`src/rtl/bram_axi4_ctrl.sv`:
```
// bram_axi4_ctrl: AXI4 slave sequencing one single-port 64-bit BRAM.
// Ports: clock/reset, AXI4 AW/W/B/AR/R channels, and the BRAM port (addr/en/we/wdata/rdata).
module bram_axi4_ctrl #(
  parameter int ADDR_W = 13
) (
  input  logic              clock,
  input  logic              reset,
  output logic              bram_axi4_aw_ready,
  input  logic              bram_axi4_aw_valid,
  input  logic [3:0]        bram_axi4_aw_id,
  input  logic [30:0]       bram_axi4_aw_addr,
  input  logic [7:0]        bram_axi4_aw_len,
  input  logic [2:0]        bram_axi4_aw_size,
  input  logic [1:0]        bram_axi4_aw_burst,
  output logic              bram_axi4_w_ready,
  input  logic              bram_axi4_w_valid,
  input  logic [63:0]       bram_axi4_w_data,
  input  logic [7:0]        bram_axi4_w_strb,
  input  logic              bram_axi4_w_last,
  input  logic              bram_axi4_b_ready,
  output logic              bram_axi4_b_valid,
  output logic [3:0]        bram_axi4_b_id,
  output logic [1:0]        bram_axi4_b_resp,
  output logic              bram_axi4_ar_ready,
  input  logic              bram_axi4_ar_valid,
  input  logic [3:0]        bram_axi4_ar_id,
  input  logic [30:0]       bram_axi4_ar_addr,
  input  logic [7:0]        bram_axi4_ar_len,
  input  logic [2:0]        bram_axi4_ar_size,
  input  logic [1:0]        bram_axi4_ar_burst,
  input  logic              bram_axi4_r_ready,
  output logic              bram_axi4_r_valid,
  output logic [3:0]        bram_axi4_r_id,
  output logic [63:0]       bram_axi4_r_data,
  output logic [1:0]        bram_axi4_r_resp,
  output logic              bram_axi4_r_last,
  output logic [ADDR_W-1:0] bram_addr,
  output logic              bram_en,
  output logic [7:0]        bram_we,
  output logic [63:0]       bram_wdata,
  input  logic [63:0]       bram_rdata
);

  typedef enum logic [2:0] {
    S_IDLE,
    S_WR_DATA,
    S_WR_RESP,
    S_RD_ISSUE,
    S_RD_CAPT,
    S_RD_RESP
  } state_t;

  localparam logic [1:0] BURST_FIXED = 2'b00;
  localparam logic [1:0] RESP_OKAY   = 2'b00;
  localparam logic [1:0] RESP_SLVERR = 2'b10;
  localparam logic [ADDR_W-1:0] IDX_ONE = {{(ADDR_W-1){1'b0}}, 1'b1};

  state_t            r_state;
  logic              r_last_rd;
  logic [3:0]        r_id;
  logic [ADDR_W-1:0] r_idx;
  logic [7:0]        r_len;
  logic [7:0]        r_cnt;
  logic              r_fixed;
  logic              r_bad_burst;
  logic              r_err;
  logic [63:0]       r_rdata;

  logic              w_idle;
  logic              w_grant_rd;
  logic              w_grant_wr;
  logic              w_beat_last;
  logic              w_w_hs;
  logic [ADDR_W-1:0] w_idx_next;
  logic              w_unused;

  assign w_idle = (r_state == S_IDLE);

  // On a tie, alternate: the side that did not win last time goes now.
  assign w_grant_rd = bram_axi4_ar_valid &
                      (~bram_axi4_aw_valid | ~r_last_rd);
  assign w_grant_wr = bram_axi4_aw_valid & ~w_grant_rd;

  assign w_beat_last = (r_cnt == r_len);
  assign w_w_hs      = (r_state == S_WR_DATA) & bram_axi4_w_valid;
  // WRAP and reserved bursts step like INCR; the index wraps naturally.
  assign w_idx_next  = r_fixed ? r_idx : r_idx + IDX_ONE;

  assign bram_axi4_aw_ready = w_idle & w_grant_wr;
  assign bram_axi4_ar_ready = w_idle & w_grant_rd;
  assign bram_axi4_w_ready  = (r_state == S_WR_DATA);

  assign bram_axi4_b_valid = (r_state == S_WR_RESP);
  assign bram_axi4_b_id    = r_id;
  assign bram_axi4_b_resp  =
    ((r_state == S_WR_RESP) && (r_err || r_bad_burst)) ?
    RESP_SLVERR : RESP_OKAY;

  assign bram_axi4_r_valid = (r_state == S_RD_RESP);
  assign bram_axi4_r_id    = r_id;
  assign bram_axi4_r_data  = r_rdata;
  assign bram_axi4_r_resp  =
    ((r_state == S_RD_RESP) && r_bad_burst) ? RESP_SLVERR : RESP_OKAY;
  assign bram_axi4_r_last  = (r_state == S_RD_RESP) && w_beat_last;

  // Reset kills the BRAM strobe in the same cycle so an aborted burst
  // never touches memory again.
  assign bram_en    = ~reset & (w_w_hs | (r_state == S_RD_ISSUE));
  assign bram_we    = (~reset & w_w_hs) ? bram_axi4_w_strb : 8'h00;
  assign bram_wdata = bram_axi4_w_data;
  assign bram_addr  = r_idx;

  assign w_unused = ^{bram_axi4_aw_size, bram_axi4_ar_size,
                      bram_axi4_aw_addr[30:ADDR_W+3],
                      bram_axi4_aw_addr[2:0],
                      bram_axi4_ar_addr[30:ADDR_W+3],
                      bram_axi4_ar_addr[2:0],
                      bram_axi4_ar_burst[0], bram_axi4_aw_burst[0]};

  always_ff @(posedge clock) begin
    if (reset) begin
      r_state     <= S_IDLE;
      r_last_rd   <= 1'b0;
      r_id        <= '0;
      r_idx       <= '0;
      r_len       <= '0;
      r_cnt       <= '0;
      r_fixed     <= 1'b0;
      r_bad_burst <= 1'b0;
      r_err       <= 1'b0;
      r_rdata     <= '0;
    end else begin
      case (r_state)
        S_IDLE: begin
          if (w_grant_rd) begin
            r_id        <= bram_axi4_ar_id;
            r_idx       <= bram_axi4_ar_addr[ADDR_W+2:3];
            r_len       <= bram_axi4_ar_len;
            r_fixed     <= (bram_axi4_ar_burst == BURST_FIXED);
            r_bad_burst <= bram_axi4_ar_burst[1];
            r_cnt       <= '0;
            r_last_rd   <= 1'b1;
            r_state     <= S_RD_ISSUE;
          end else if (w_grant_wr) begin
            r_id        <= bram_axi4_aw_id;
            r_idx       <= bram_axi4_aw_addr[ADDR_W+2:3];
            r_len       <= bram_axi4_aw_len;
            r_fixed     <= (bram_axi4_aw_burst == BURST_FIXED);
            r_bad_burst <= bram_axi4_aw_burst[1];
            r_cnt       <= '0;
            r_last_rd   <= 1'b0;
            r_state     <= S_WR_DATA;
          end
        end
        S_WR_DATA: begin
          if (bram_axi4_w_valid) begin
            // Burst length comes from len; w_last is only checked.
            if (bram_axi4_w_last != w_beat_last) r_err <= 1'b1;
            r_idx <= w_idx_next;
            r_cnt <= r_cnt + 8'd1;
            if (w_beat_last) r_state <= S_WR_RESP;
          end
        end
        S_WR_RESP: begin
          if (bram_axi4_b_ready) begin
            r_err   <= 1'b0;
            r_state <= S_IDLE;
          end
        end
        S_RD_ISSUE: r_state <= S_RD_CAPT;
        S_RD_CAPT: begin
          r_rdata <= bram_rdata;
          r_state <= S_RD_RESP;
        end
        S_RD_RESP: begin
          if (bram_axi4_r_ready) begin
            if (w_beat_last) begin
              r_state <= S_IDLE;
            end else begin
              r_idx   <= w_idx_next;
              r_cnt   <= r_cnt + 8'd1;
              r_state <= S_RD_ISSUE;
            end
          end
        end
        default: r_state <= S_IDLE;
      endcase
    end
  end

endmodule

```
`config.mk`:
```
export PLATFORM = sky130hd
export DESIGN_NAME = bram_axi4_ctrl
export DESIGN_NICKNAME = d
export VERILOG_FILES = /design/src/rtl/bram_axi4_ctrl.sv
export SDC_FILE = /design/constraint.sdc
export NUM_CORES = 1
export LEC_CHECK = 0
export BUFFER_PORTS_ARGS = -buffer_cell sky130_fd_sc_hd__buf_2
export CAP_MARGIN = 5
export CORE_AREA = 2 2 157 159
export DETAILED_ROUTE_END_ITERATION = 6
export DIE_AREA = 0 0 159 161
export GPL_ROUTABILITY_DRIVEN = 0
export PLACE_DENSITY = 0.56
export SETUP_SLACK_MARGIN = 0.5
export SYNTH_ARGS = -nofsm -noshare
export SYNTH_HDL_FRONTEND = slang
export SYNTH_SLANG_ARGS = --single-unit
```
`constraint.sdc`:
```
create_clock -name clock -period 3.25 [get_ports clock]
set_input_delay 0.4875 -clock clock [delete_from_list [all_inputs] [get_ports clock]]
set_output_delay 0.4875 -clock clock [all_outputs]
set_load 0.01 [all_outputs]
```
Word-level counts from Yosys, hierarchy flattened:

Index checks and enable logic that the tools add are counted.

* bitwise logic cells: 13
* $add $sub $neg: 2
* mux-type cells: 38
* equality and inequality tests: 14
* reduce and logical (&&, ||, !) cells: 14

Operators with widths (count)
* $mux W13: 6
* $mux W8: 8
* $pmux W13 S3: 1
* $pmux W8 S3: 1
* $mux W3: 6
* $pmux W3 S6: 1
* $add A13 B1 Y13 const B: 1
* $reduce_and A5 Y1: 2
* $mux W1: 9
* $add A8 B1 Y8 const B: 1
* $eq A8 B8 Y1: 1
* $mux W4: 2
* $and A1 B1 Y1: 7
* $eq A3 B2 Y1 const B: 2
* $eq A3 B3 Y1 const B: 2
* $mux W2: 3
* $ne A2 B1 Y1 const B: 3
* $ne A2 B2 Y1 const B: 3
* $logic_not A2 Y1: 2
* $not A1 Y1: 4
* $reduce_and A4 Y1: 1
* $reduce_bool A2 Y1: 2
* $eq A3 B1 Y1 const B: 1
* $logic_and A1 B1 Y1: 3
* 8 further kinds: 9

* flip-flop bits (word level): 104
* logic and storage cells: 91
* input port bits: 240

Logic depth before layout (Yosys ltp):

* depth in word-level cells: 8
* mapped depth: 7
* gate-level depth less buffers: 6

Least setup slack after synthesis:

No wires, ideal clock.

* path type: flip-flop to output port
* start: register r_state[1]
* end: output port bram_we[0]
* required time: 2.762 ns
* path buffers: 1
* stages on the path, launching flop included: 7
* setup slack: 1.393 ns
* data arrival time: 1.370 ns
* cells stage by stage: dfxtp_1 > nand2b_1 > clkbuf_1 > nor2_1 > nand2_1 > nor2_1 > and2_1

* word-level cells in the longest chain between the ends: 4

RTL lines
* from (decl): RTL line 58 `state_t r_state;`
* from (signal assigned): RTL line 122 `r_state <= S_IDLE;`
* from (signal assigned): RTL line 143 `r_state <= S_RD_ISSUE;`
* from (signal assigned): RTL line 152 `r_state <= S_WR_DATA;`
* $eq A3 B1 Y1
* named net bram_axi4_w_ready: RTL line 15 `output logic bram_axi4_w_ready,`
* $and A1 B1 Y1: RTL line 85 `assign w_w_hs = (r_state == S_WR_DATA) & bram_axi4_w_valid;`
* $and A1 B1 Y1: RTL line 109 `assign bram_we = (~reset & w_w_hs) ? bram_axi4_w_strb : 8'h00;`
* $mux W8: RTL line 109
* to (decl): RTL line 39 `output logic [7:0] bram_we,`

The timed path passes the listed nets, and every way through them passes these cells.

Worst setup path in the final report:

* start: register r_state[1]
* end: output port bram_we[0]

* word-level cells in the longest chain between the ends: 4

RTL lines (RTL line)
* $eq A3 B1 Y1: 85
* $and A1 B1 Y1: 85
* $and A1 B1 Y1: 109
* $mux W8: 109

No other way between the ends.

==> flow_metrics.tcl <==
set metrics [dict create \
    status "finished clean" \
    total_power_mw 3.81 \
    tightest_slew_ns 0.725 \
    wl_per_cell_um 13.9 \
    grt_usage_pct 12.2 \
    hold_ws_ns 0.361 \
    ys_ff_latch 104 \
    fin_util_pct 27.7 \
    drv_slew 0 \
    ys_warn_count 0 \
    rsz0062_at_grt "no" \
    ant_nets 0 \
    grt_overflow_total 0 \
    finalInstanceArea_um2 6640 \
    num_io_pins 408 \
    combPwrFrac_pct 30.3 \
    hold_viol_final 0 \
    fillers 2642 \
    final_layout_size_suffix_gt1_share_pct 33.2 \
    finalCritPeriodShare_pct 77.9 \
    die_y_um 161 \
    p_leak_nw 2.83 \
    synthCells 691 \
    synth_xor_area_share_pct 1.30 \
    pwr-share-seq_pct 41.4 \
    synth_top_flop_cell "dfxtp_1" \
    cts_setup_buffers 0 \
    nets 1077 \
    remaining_drc_errors 0 \
    grt_pass1_wl_mm 25.0 \
    synth_edf_count 0 \
    power.density_nw_per_um2 573 \
    fp.dieArea_um2 25600 \
    clkPwrFrac_pct 28.4 \
    maxCapViolCount 0 \
    grt_pass1_vias 4637 \
    vias 5091 \
    place_area_um2 6350 \
    setup_ws_ns 0.720 \
    synthSimpleGateAreaFrac_pct 21.1 \
    final_common_cell "buf_2" \
    drt-total-wl_mm 16.2 \
    ctsHoldBuffers 0 \
    place_ws_ns 1.01 \
    fin_setup_tns_ns 0 \
    worstPathArrival_ns 2.04 \
    intPower_mw 2.43 \
    syn_area_um2 5400 \
    path_max_fanout 14 \
    finalSetupViolCount 0 \
    synth.mux.area_fraction_pct 4.47 \
    start_util_pct 22.6 \
    place_hpwl_mm 12.0 \
    async_flop_share_pct 0 \
    synth.distinct_cells 53 \
    hp-class "in -> reg" \
    fin_crit_ns 2.53 \
    vdd_drop_max_uv 185 \
    worstSetupPathType "reg -> out" \
    cts_resized 0 \
    final_cell_mix "234 x buf_2, 156 x nand2_1, 104 x dfxtp_1" \
    synth_area_per_cell_um2 7.82 \
    fin_worst_skew_ns 0.00937 \
    p_sw_share_pct 36.2 \
    viasPerCell 4.37 \
    cts-root-buf "clkbuf_16" \
    grt_max_degree 65 \
    drtIter0Drc 369 \
    cts_sinks 104 \
    htreeDepth 3 \
    port_buffers 235 \
    max-slew-margin-rel_pct 51.7 \
    place_inst 1148 \
    critPathRequiredTime_ns 2.76 \
    synth_top_family_by_area "simple AND/OR/NAND/NOR gates" \
    die_x_um 159 \
    areaGrowthSynthToFinish_pct 22.9 \
    fin_cells 1164 \
    startpoint_type "flop" \
    rows 57 \
    switchingPower_mw 1.38 \
    cts_buffers 9 \
    core_um2 24000 \
    cts_buffer_depth 2 \
    fmax_mhz 395 \
    n_antenna_cell 0 \
    cts_tree "yes" \
    antenna_found_initial 0 \
    dr.pass1.iters 4 \
    synth_fa_ha_area_share_pct 0.463 \
    clkSlewWorstSetupHoldPaths_ns 0.08 \
    end_kind "output pin" \
    synth-seq-area-share_pct 38.5 \
    clkLatencyLatePin_ns 0.35 \
    synth_compound_area_share_pct 19.4 \
]
routing by layer:
layer	share of wire, %	global-route usage [%]	vias up
li1	-	-	2577
met1	42	14.6	2263
met2	49	21.4	224
met3	6.8	2.65	27
met4	2.2	5.00	0
met5	0	0	-
sequential cells by signal (all words and copies together), names as in the netlist:
signal / count
bram_axi4_r_data: 64
bram_addr: 13
r_cnt: 8
r_len: 8
bram_axi4_b_id: 4
r_state: 3
r_bad_burst: 1
r_err: 1
r_fixed: 1
r_last_rd: 1
logic make-up after synthesis:
logic type | count (synthesis)
AO/OA/AOI/OAI | 169
XOR/XNOR | 8
adder cells (fa/ha/maj) | 2
buffers and inverters | 124
flip-flops | 104
multiplexers | 24
other | 1
AND/OR/NAND/NOR | 259
cell type report:
class / count / area [µm²] / share of cell area (%)
Timing Repair Buffer: 244 / 1270 / 19.1
Clock inverter: 7 / 61.3 / 0.923
Tap cell: 324 / 405 / 6.11
Multi-Input combinational cell: 464 / 2550 / 38.4
Inverter: 12 / 45.0 / 0.678
Sequential cell: 104 / 2080 / 31.4
Clock buffer: 9 / 225 / 3.39
synth_stat cells (3+ instances only):
cell        n  area share (%)
nor2b_1     4            0.46
inv_1      10            0.69
nor3_1      5            0.46
buf_2      11             1.0
o221a_2     4            0.83
o32ai_1    11             1.8
mux2i_1    23             4.3
nor2_1     49             3.4
a211oi_1   16             2.2
nand2b_1    3            0.35
a22oi_1     3            0.42
or3_1       4            0.46
buf_4      74              10
nand2_1   156              11
a31oi_1     6            0.69
nand4_1     6            0.69
nand3b_1    3            0.42
o21a_1      3            0.42
o21ai_0    11             1.0
dfxtp_1   104              39
clkbuf_1   22             1.5
and2_1     10             1.2
nand3_1     8            0.74
a21oi_1    98             9.1
buf_6       5             1.0
xnor2_1     8             1.3
power by group through the flow:
| stage | Sequential, mW | Combinational, mW | Clock, mW |
|---|---|---|---|
| 6_report | 1.57 | 1.15 | 1.08 |
| 5_1_grt | 1.60 | 1.28 | 1.18 |
| 4_1_cts | 1.58 | 1.16 | 1.14 |
| 3_5_place_dp | 1.61 | 1.16 | 0 |
| 3_3_place_gp | 1.60 | 1.15 | 0 |
| 2_1_floorplan | 1.60 | 0.859 | 0 |
final timing paths:
check                        from              endpoint  slack (ns)  cells after the start
max                    r_state[1]            bram_we[0]        0.72                      6
min                bram_rdata[61]  bram_axi4_r_data[61]        0.36                      3
max reg2reg            r_state[2]  bram_axi4_r_data[39]        1.13                      5
min reg2reg  bram_axi4_r_data[51]  bram_axi4_r_data[51]        0.45                      2
worst max-delay path, cell delays in order, from the launching register on:
cell	delay (ns)
dfxtp_1	0.46
nand2b_1	0.23
nor2_1	0.22
nand2_1	0.14
nor2_1	0.33
and2_1	0.19
buf_2	0.13
No activity file was read; power rests on OpenSTA's default activity.
